**src/rtl/nrisc_ctrl_pkg.sv**
```systemverilog
// Shared types and encodings for the nRisc multi-cycle control unit.
package nrisc_ctrl_pkg;

    typedef enum logic [2:0] {
        IDLE, FETCH, DECODE, EXEC, MEM, WB, HALT
    } state_e;

    localparam logic [2:0] OP_ADD   = 3'd0;
    localparam logic [2:0] OP_SHIFT = 3'd1;
    localparam logic [2:0] OP_STORE = 3'd2;
    localparam logic [2:0] OP_LOAD  = 3'd3;
    localparam logic [2:0] OP_ADDI  = 3'd4;
    localparam logic [2:0] OP_BEQ   = 3'd5;
    localparam logic [2:0] OP_SLT   = 3'd6;
    localparam logic [2:0] OP_HALT  = 3'd7;

    localparam logic [1:0] ALU_ADD = 2'd0;
    localparam logic [1:0] ALU_SUB = 2'd1;
    localparam logic [1:0] ALU_SHL = 2'd2;
    localparam logic [1:0] ALU_SLT = 2'd3;

    localparam logic [1:0] RS_MEM = 2'd0;
    localparam logic [1:0] RS_ALU = 2'd1;
    localparam logic [1:0] RS_SLT = 2'd2;

    typedef struct packed {
        logic       pc_write;
        logic       pc_src;
        logic       ir_write;
        logic       mem_read;
        logic       mem_write;
        logic [1:0] alu_op;
        logic       alu_src1;
        logic       alu_src2;
        logic [1:0] beq_regs;
        logic [1:0] reg_src;
        logic       reg_write;
        logic       halted;
    } ctrl_t;

endpackage

```
**src/rtl/nrisc_multicycle_ctrl_decode.sv**
```systemverilog
// Combinational control-vector decode from (state, op_q, zero); FETCH strobes are
// emitted unconditionally here and qualified by mem_ready in the top.
module nrisc_ctrl_decode
    import nrisc_ctrl_pkg::*;
#(
    parameter int OPCODE_W = 3
) (
    input  state_e              state_i,
    input  logic [OPCODE_W-1:0] op_i,
    input  logic                zero_i,
    output ctrl_t               ctrl_o
);

    logic [2:0] op3;
    assign op3 = op_i[2:0];

    always_comb begin
        ctrl_o = '0;
        case (state_i)
            FETCH: begin
                ctrl_o.mem_read = 1'b1;
                ctrl_o.ir_write = 1'b1;
                ctrl_o.pc_write = 1'b1;
            end
            EXEC: begin
                case (op3)
                    OP_ADD: ctrl_o.alu_src2 = 1'b1;
                    OP_SHIFT: begin
                        ctrl_o.alu_op   = ALU_SHL;
                        ctrl_o.alu_src1 = 1'b1;
                    end
                    OP_STORE, OP_LOAD: ctrl_o.alu_src2 = 1'b1;
                    OP_ADDI: begin
                        ctrl_o.alu_src1 = 1'b1;
                        ctrl_o.alu_src2 = 1'b1;
                    end
                    OP_BEQ: begin
                        ctrl_o.alu_op   = ALU_SUB;
                        ctrl_o.pc_write = zero_i;
                        ctrl_o.pc_src   = 1'b1;
                    end
                    OP_SLT: begin
                        ctrl_o.alu_op   = ALU_SLT;
                        ctrl_o.beq_regs = 2'd1;
                    end
                    default: ctrl_o.alu_op = ALU_ADD;
                endcase
            end
            MEM: begin
                ctrl_o.mem_write = (op3 == OP_STORE);
                ctrl_o.mem_read  = (op3 != OP_STORE);
            end
            WB: begin
                ctrl_o.reg_write = 1'b1;
                ctrl_o.reg_src   = (op3 == OP_LOAD) ? RS_MEM :
                                   (op3 == OP_SLT)  ? RS_SLT : RS_ALU;
            end
            HALT:    ctrl_o.halted = 1'b1;
            default: ctrl_o = '0;
        endcase
    end

endmodule

```
**src/rtl/nrisc_multicycle_ctrl.sv**
```systemverilog
// nRisc multi-cycle controller: IDLE/FETCH/DECODE/EXEC/MEM/WB/HALT sequencing with
// memory watchdog and illegal-opcode trap. NRISC_CTRL_PERF_EN adds cycle/instr counters.
module nrisc_multicycle_ctrl
    import nrisc_ctrl_pkg::*;
#(
    parameter int OPCODE_W    = 3,
    parameter int ALUOP_W     = 3,
    parameter int MEM_TIMEOUT = 0
) (
    input  logic                clock,
    input  logic                reset_n,
    input  logic [OPCODE_W-1:0] opcode,
    input  logic                zero,
    input  logic                mem_ready,
    input  logic                resume,
    output logic                pc_write,
    output logic                pc_src,
    output logic                ir_write,
    output logic                mem_read,
    output logic                mem_write,
    output logic [ALUOP_W-1:0]  alu_op,
    output logic                alu_src1,
    output logic                alu_src2,
    output logic [1:0]          beq_regs,
    output logic [1:0]          reg_src,
    output logic                reg_write,
    output logic                halted,
    output logic                fault
`ifdef NRISC_CTRL_PERF_EN
    ,
    output logic [15:0]         cycle_cnt,
    output logic [15:0]         instr_cnt
`endif
);

    localparam int WD_W = (MEM_TIMEOUT > 0) ? $clog2(MEM_TIMEOUT + 1) : 1;
    localparam logic [WD_W-1:0] WD_MAX = WD_W'(MEM_TIMEOUT);

    state_e              state_q, state_d;
    logic [OPCODE_W-1:0] op_q, op_d;
    logic [WD_W-1:0]     wd_q, wd_d;
    logic                fault_q, fault_d;
    logic                waiting, timeout, illegal, fetch_ok;
    ctrl_t               ctrl;

    if (OPCODE_W > 3) begin : g_wide_op
        assign illegal = |opcode[OPCODE_W-1:3];
    end else begin : g_narrow_op
        assign illegal = 1'b0;
    end

    assign waiting = (state_q == FETCH) || (state_q == MEM);
    assign timeout = (MEM_TIMEOUT > 0) && waiting && (wd_q == WD_MAX);

    always_comb begin
        state_d = state_q;
        op_d    = op_q;
        fault_d = fault_q;
        case (state_q)
            IDLE:  state_d = FETCH;
            FETCH: begin
                if (timeout) begin
                    state_d = HALT;
                    fault_d = 1'b1;
                end else if (mem_ready) begin
                    state_d = DECODE;
                end
            end
            DECODE: begin
                op_d = opcode;
                if (illegal) begin
                    state_d = HALT;
                    fault_d = 1'b1;
                end else if (opcode[2:0] == OP_HALT) begin
                    state_d = HALT;
                end else begin
                    state_d = EXEC;
                end
            end
            EXEC: begin
                case (op_q[2:0])
                    OP_STORE, OP_LOAD: state_d = MEM;
                    OP_BEQ:            state_d = FETCH;
                    default:           state_d = WB;
                endcase
            end
            MEM: begin
                if (timeout) begin
                    state_d = HALT;
                    fault_d = 1'b1;
                end else if (mem_ready) begin
                    state_d = (op_q[2:0] == OP_STORE) ? FETCH : WB;
                end
            end
            WB:   state_d = FETCH;
            HALT: begin
                if (resume) begin
                    state_d = FETCH;
                    fault_d = 1'b0;
                end
            end
            default: state_d = IDLE;
        endcase
    end

    // Watchdog only runs while a request is outstanding; it saturates at WD_MAX.
    always_comb begin
        wd_d = '0;
        if ((MEM_TIMEOUT > 0) && waiting && !mem_ready && (state_d == state_q)) begin
            wd_d = (wd_q == WD_MAX) ? wd_q : wd_q + 1'b1;
        end
    end

    always_ff @(posedge clock or negedge reset_n) begin
        if (!reset_n) begin
            state_q <= IDLE;
            op_q    <= '0;
            wd_q    <= '0;
            fault_q <= 1'b0;
        end else begin
            state_q <= state_d;
            op_q    <= op_d;
            wd_q    <= wd_d;
            fault_q <= fault_d;
        end
    end

    nrisc_ctrl_decode #(.OPCODE_W(OPCODE_W)) u_decode (
        .state_i (state_q),
        .op_i    (op_q),
        .zero_i  (zero),
        .ctrl_o  (ctrl)
    );

    // FETCH strobes commit only on a completed read; a timed-out request is dropped.
    assign fetch_ok  = mem_ready && !timeout;
    assign pc_write  = ctrl.pc_write && (fetch_ok || (state_q != FETCH));
    assign pc_src    = ctrl.pc_src;
    assign ir_write  = ctrl.ir_write && fetch_ok;
    assign mem_read  = ctrl.mem_read && !timeout;
    assign mem_write = ctrl.mem_write && !timeout;
    assign alu_op    = ALUOP_W'(ctrl.alu_op);
    assign alu_src1  = ctrl.alu_src1;
    assign alu_src2  = ctrl.alu_src2;
    assign beq_regs  = ctrl.beq_regs;
    assign reg_src   = ctrl.reg_src;
    assign reg_write = ctrl.reg_write;
    assign halted    = ctrl.halted;
    assign fault     = fault_q;

`ifdef NRISC_CTRL_PERF_EN
    logic [15:0] cycle_q, instr_q;

    always_ff @(posedge clock or negedge reset_n) begin
        if (!reset_n) begin
            cycle_q <= '0;
            instr_q <= '0;
        end else begin
            if ((state_q != IDLE) && (state_q != HALT)) cycle_q <= cycle_q + 16'd1;
            if (state_q == DECODE) instr_q <= instr_q + 16'd1;
        end
    end

    assign cycle_cnt = cycle_q;
    assign instr_cnt = instr_q;
`endif

endmodule

```
**config.mk**
```make
export PLATFORM = sky130hd
export DESIGN_NAME = nrisc_multicycle_ctrl
export DESIGN_NICKNAME = d
export VERILOG_FILES = /design/src/rtl/nrisc_ctrl_pkg.sv /design/src/rtl/nrisc_multicycle_ctrl_decode.sv /design/src/rtl/nrisc_multicycle_ctrl.sv
export SDC_FILE = /design/constraint.sdc
export NUM_CORES = 1
export LEC_CHECK = 0
export ABC_AREA = 1
export CORE_MARGIN = 10
export CORE_UTILIZATION = 41
export DETAILED_ROUTE_END_ITERATION = 6
export PLACE_DENSITY = 0.9
export SLEW_MARGIN = 30
export SYNTH_ARGS = -nofsm -noshare
export SYNTH_HDL_FRONTEND = slang
export SYNTH_SLANG_ARGS = --single-unit
```
**constraint.sdc**
```tcl
create_clock -name clock -period 1.5 [get_ports clock]
set_input_delay 0.45 -clock clock [delete_from_list [all_inputs] [get_ports clock]]
set_output_delay 0.45 -clock clock [all_outputs]
set_load 0.005 [all_outputs]
```
==> results of run 1 <==
cells by family after synthesis:
kind of cell / Yosys count / synth area share (%)
other: 1 / 0.640
buffers and inverters: 18 / 15.2
AOI/OAI and AO/OA: 10 / 9.19
and+or+nand+nor: 56 / 49.4
DFF: 6 / 25.6
stage by stage:
stage / setup slack, ns / setup TNS [ns] / instances / hold WS (ns) / area [sq um]
after CTS: -0.302 / -3.08 / 174 / 0.442 / 1170
after global placement: -0.574 / -4.88 / 149 / 0.691 / 968
after floorplan: 0.146 / 0 / 93 / 0.154 / 593
after detailed placement: -0.596 / -5.57 / 149 / 0.707 / 968
timing repair:
action | CTS
gates cloned | 0
resized for setup | 70
pin swaps | 11
setup buffers | 22
setup endpoints to repair | 14
==> summary.md, run 1 <==
The flow did not finish. Progress stopped at 5_1_grt. The tool reported: "[ERROR DPL-0038] Utilization greater than 100%, impossible to legalize".

Counting flops with a built-in enable in the synthesized netlist gives 0. The congestion estimate from routability-driven global placement came to 0.886. The tree is rooted in a sky130_fd_sc_hd__clkbuf_4. In the synthesized netlist, the number of instances is 91. The sum of net half-perimeters after detailed placement was 1590 microns; the width of the die was 57.8 microns. For the count of warnings emitted by yosys, the log shows 0. The proportion of synthesized flip-flops having asynchronous set or reset is 100%. Counting instances in the post-synthesis netlist gives the leading cell types as sky130_fd_sc_hd__nand2_1 (23), sky130_fd_sc_hd__nor2_1 (10), sky130_fd_sc_hd__inv_1 (8). The most used flip-flop cell after synthesis is sky130_fd_sc_hd__dfrtp_1.

In the post-synthesis netlist, the biggest area contributors are sky130_fd_sc_hd__dfrtp_1 (26%), sky130_fd_sc_hd__nand2_1 (15%), sky130_fd_sc_hd__nor2_1 (6.4%). Number of I/O port buffers: 21. The synthesized netlist occupies a cell area of 586 sq um. The endpoint pin with the least setup slack after global-route repair was pc_write. After the last repair the worst path ends at a primary output.

Synthesized flop and latch total: 6. The clock passes through at most 2 buffers. The number of different library cells used by synthesis comes to 21. Sequential elements use 25.6% of the synthesized area. The top cell type by area accounts for 25.6% of the synthesized area. Of all cell types, the one taking the most synthesized area is sky130_fd_sc_hd__dfrtp_1.

Row generation in the floorplan step produced 13 rows. The number of clock sinks seen by CTS was 6. The average instance in the mapped netlist occupies 6.43 sq um. CTS buffer count: 3. The run gives 1 as the count of H-tree levels built during CTS. 25 I/O pins were placed.

Once the floorplan was initialized, standard cells occupied 44.4% of the core. sky130_fd_sc_hd__nand2_1 is the most common cell in the netlist. The run gives 8 as the largest net degree at the start of global routing.

The die is 57.8 microns tall. Hold repair after CTS inserted 0 buffers.
==> inputs of run 2 (changes only) <==
--- a/config.mk
+++ b/config.mk
@@ -6,10 +6,10 @@
 export NUM_CORES = 1
 export LEC_CHECK = 0
 export ABC_AREA = 1
-export CORE_MARGIN = 10
-export CORE_UTILIZATION = 41
+export CORE_AREA = 10 10 71 73
 export DETAILED_ROUTE_END_ITERATION = 6
-export PLACE_DENSITY = 0.9
+export DIE_AREA = 0 0 81 83
+export PLACE_DENSITY_LB_ADDON = 0.15
 export SLEW_MARGIN = 30
 export SYNTH_ARGS = -nofsm -noshare
 export SYNTH_HDL_FRONTEND = slang
==> run 2 against run 1 <==
The flow now finishes, with violations (negative setup slack); synthesized cell count unchanged; area after synthesis did not move.
==> summary.md, run 2 <==
The final weighted congestion of routability-driven global placement was 0.812 (-8.3%). After detailed routing, the number of vias per cell comes to 3.92. The adder-cell area share of the yosys netlist came out at 0% (unchanged). Dividing the final minimum period by the clock period gives 117%. The number of synthesized flops with an enable pin is 0 (unchanged), and the number of pins with negative max-slew slack in the final report is 0.

In this run the number of cells on the critical path is 6. The count of warnings emitted by yosys was 0 (unchanged); the biggest fanout along the worst timing path was 4. The master of the slowest instance on the critical path is sky130_fd_sc_hd__dfrtp_2.

For the global-route wire length before repair, the log shows 3620 microns. The library cells used most frequently in the layout, excluding fill and tap cells, are sky130_fd_sc_hd__buf_4 (34), sky130_fd_sc_hd__nand2_1 (16), sky130_fd_sc_hd__buf_2 (12). Yosys instantiated no cell more often than sky130_fd_sc_hd__nand2_1. The logs give 6 (unchanged) for the number of clock sinks seen by CTS and 34.1% for the end-of-flow core utilization. The sum of net half-perimeters after detailed placement was 1720 microns (+8.1%). Entering global routing, the biggest net connects 8 pins. In the final layout, flip-flops and latches occupy 154 sq um. The highest ir drop seen on vdd is 529 uV. The run finished, with violations left. Cell at the root of the clock tree: sky130_fd_sc_hd__clkbuf_8. The total global routing overflow was 0. In the routed design, unresolved DRC markers number 0.

The final worst-path setup slack was -0.249 ns; the mux contribution to synthesized area was 0% (unchanged). Setup repair after global routing could not meet its margin everywhere. The number of max-cap violations is 0. The logs give 586 sq um (unchanged) for the netlist area before placement and 1.05 ns for the worst endpoint required time. Once detail routing completed, the nets flagged for antenna violations numbered 0. The depth of the worst register-to-register path works out to 9. After floorplanning, the core was sized to cover 3630 sq um. The width of the die works out to 81 microns (+40%). Global-route total usage across every layer: 6.47%. Walking the worst path, the cells encountered are buf_6 > buf_6 > nor2_4 > nand2_4 > o21ai_2 > buf_2. Endpoint arrival time on the critical path: 1.30 ns. For the standard cell area after detailed placement, the log shows 1050 sq um (+8.9%). The count of H-tree levels built during CTS was 1 (unchanged); the share of synthesized area occupied by flip-flops and latches was 25.6% (unchanged). The total number of vias came out at 792. The die covers 6720 sq um. The mean cell area of the mapped netlist was 6.43 sq um (unchanged). Compared with the post-synthesis result, the final layout area differs by 111%. The cell count after synthesis came out at 91 (unchanged).

The run gives 21 (unchanged) as the number of library cell types mapped by synthesis. The repair_antennas step left the layout with diodes totalling 0. In this design, the critical path's most frequently occurring cell is sky130_fd_sc_hd__buf_6. The final reports fail on negative setup slack. The run gives 1240 sq um as the final non-filler cell area. Sorting the synthesized cells by how often they occur yields sky130_fd_sc_hd__nand2_1 (23), sky130_fd_sc_hd__nor2_1 (10), sky130_fd_sc_hd__inv_1 (8).

The critical path is of the reg2out type. The number of cell rows was 22 (+9); the wire length reported by the detailed router was 2100 microns. The number of I/O port buffers works out to 21 (unchanged). Among all flip-flop cells after synthesis, the most frequent one is sky130_fd_sc_hd__dfrtp_1.

The later pin in the worst-skew pair is clocked with a latency of 0.22 ns. The number of fillers in the final layout was 427; the final period demand of the worst path was 1.75 ns. CTS buffer count: 3 (unchanged). For the total iterations of the first detailed-routing run, the log shows 3. The final net count is 164, and the number of buffer and inverter stages on the critical path is 3.

The DRC marker count from the first detailed-route iteration is 17. The origin of the worst setup path was state_q[2]. The combinational family with the most area after synthesis is simple AND/OR/NAND/NOR gates. The starting density of the core is 16.1% (-28 points), and the multi-input combinational cell area is 433 sq um.

TritonCTS built the clock tree. Static timing analysis puts the maximum clock frequency at 572 MHz. The number of global-route vias before repair was 828. The synthesized flop and latch total came out at 6 (unchanged).

The post-synthesis compound-gate area fraction works out to 9.19% (unchanged). The xor and xnor area share after synthesis came out at 0% (unchanged). For the final database, setup skew stands at 0.0000927 ns. The simple-gate share of the synthesized area was 49.4% (unchanged). Proportion of synthesized flip-flops having asynchronous set or reset: 100% (unchanged).

Leaving out fill and tap cells, the most frequent cell in the layout is sky130_fd_sc_hd__buf_4. The number of buffers on the longest clock path is 2 (unchanged). The startpoint identified for the worst register-to-register timing path is state_q[2]. The kind of launch point of the worst setup path was a flip-flop. The worst stage delay on the critical path was 0.44 ns. The run gives 0.633 nW as the cell leakage power.

The height of the die came out at 83 microns (+44%). Family with the most delay on the worst path: flip-flops. The top-area cell type share of the netlist area came out at 25.6% (unchanged). The power density of the placed cells is 1830 nW/um^2, and the number of failing hold endpoints at the final stage is 0. Dividing the detail-routed wire length by the instance count gives 10.4 microns. Post-placement setup slack: -0.604 ns (-0.00738 ns). In this run the worst hold path is classified as in2async.

The largest registers in the layout are op_q (3), state_q (3). Setup violations remaining at the end of the flow were counted as 14. The number of antenna violations at the first check in global routing was 0.

The tools report the kind of end point of the critical path as an output pin. After clock tree synthesis, the clock-pin slew on the worst setup and hold paths is 0.03 ns. The number of ports placed on the die boundary was 25 (unchanged).

In the post-synthesis netlist, the biggest area contributors are sky130_fd_sc_hd__dfrtp_1 (26%), sky130_fd_sc_hd__nand2_1 (15%), sky130_fd_sc_hd__nor2_1 (6.4%). In the final layout, the share of cells above drive strength 1 is 66.2%. The biggest area contributor in the post-synthesis netlist is sky130_fd_sc_hd__dfrtp_1.
-- run 2: cell counts after synthesis --
Identical to the previous run, type by type.
-- run 2: final timing paths --
kind                       slack, ns          to
min reg2reg                     0.75     op_q[1]
min in group clock              0.75     op_q[1]
min                             0.47     op_q[1]
max reg2reg                     0.12  state_q[2]
max in group asynchronous       0.80  state_q[1]
max                            -0.25    pc_write
-- run 2: repair_timing --
item,CTS,global route
hold buffers,0,0
endpoints found under the setup margin,14,17
buffers inserted,10,4
pin swaps,7,5
cloned,0,0
resized for setup,80,16
-- run 2: report_power, final --
part           internal [mW]  total (mW)  switching (mW)
Combinational          0.893        1.67           0.781
Clock                  0.172       0.235          0.0637
Sequential             0.248       0.360           0.112
Total                   1.31        2.27           0.957
-- run 2: logic make-up after synthesis --
kind of cell,count (synthesis)
and+or+nand+nor,56
buffers and inverters,18
AOI/OAI and AO/OA,10
DFF,6
other,1
-- run 2: area by class of cell --
| type | instances | share of cell area (%) |
|---|---|---|
| repair buffers | 62 | 39.3 |
| multi-input cells | 69 | 35.0 |
| flip-flops and latches | 6 | 12.4 |
| inverters | 14 | 5.06 |
| well taps | 48 | 4.85 |
| clock buffers | 3 | 3.34 |
-- run 2: through the flow --
step | hold slack (ns) | TNS [ns] | instances | total power [mW]
2_1_floorplan | 0.154 | 0 | 93 | 0.908
3_3_place_gp | 0.713 | -5.73 | 188 | 1.67
3_5_place_dp | 0.716 | -5.86 | 188 | 1.68
4_1_cts | 0.484 | -2.62 | 200 | 2.15
5_1_grt | 0.491 | -3.47 | 202 | 2.49
6_report | 0.471 | -2.52 | 202 | 2.27
-- run 2: per-layer routing --
layer / up-vias / global-route usage, % / share of wire (%)
met4: 0 / 3.76 / 3.5
met5: - / 0 / 0
met1: 357 / 7.88 / 44
li1: 407 / - / -
met3: 7 / 2.05 / 8.2
met2: 21 / 9.58 / 45
(Power assumes the default switching activity.)
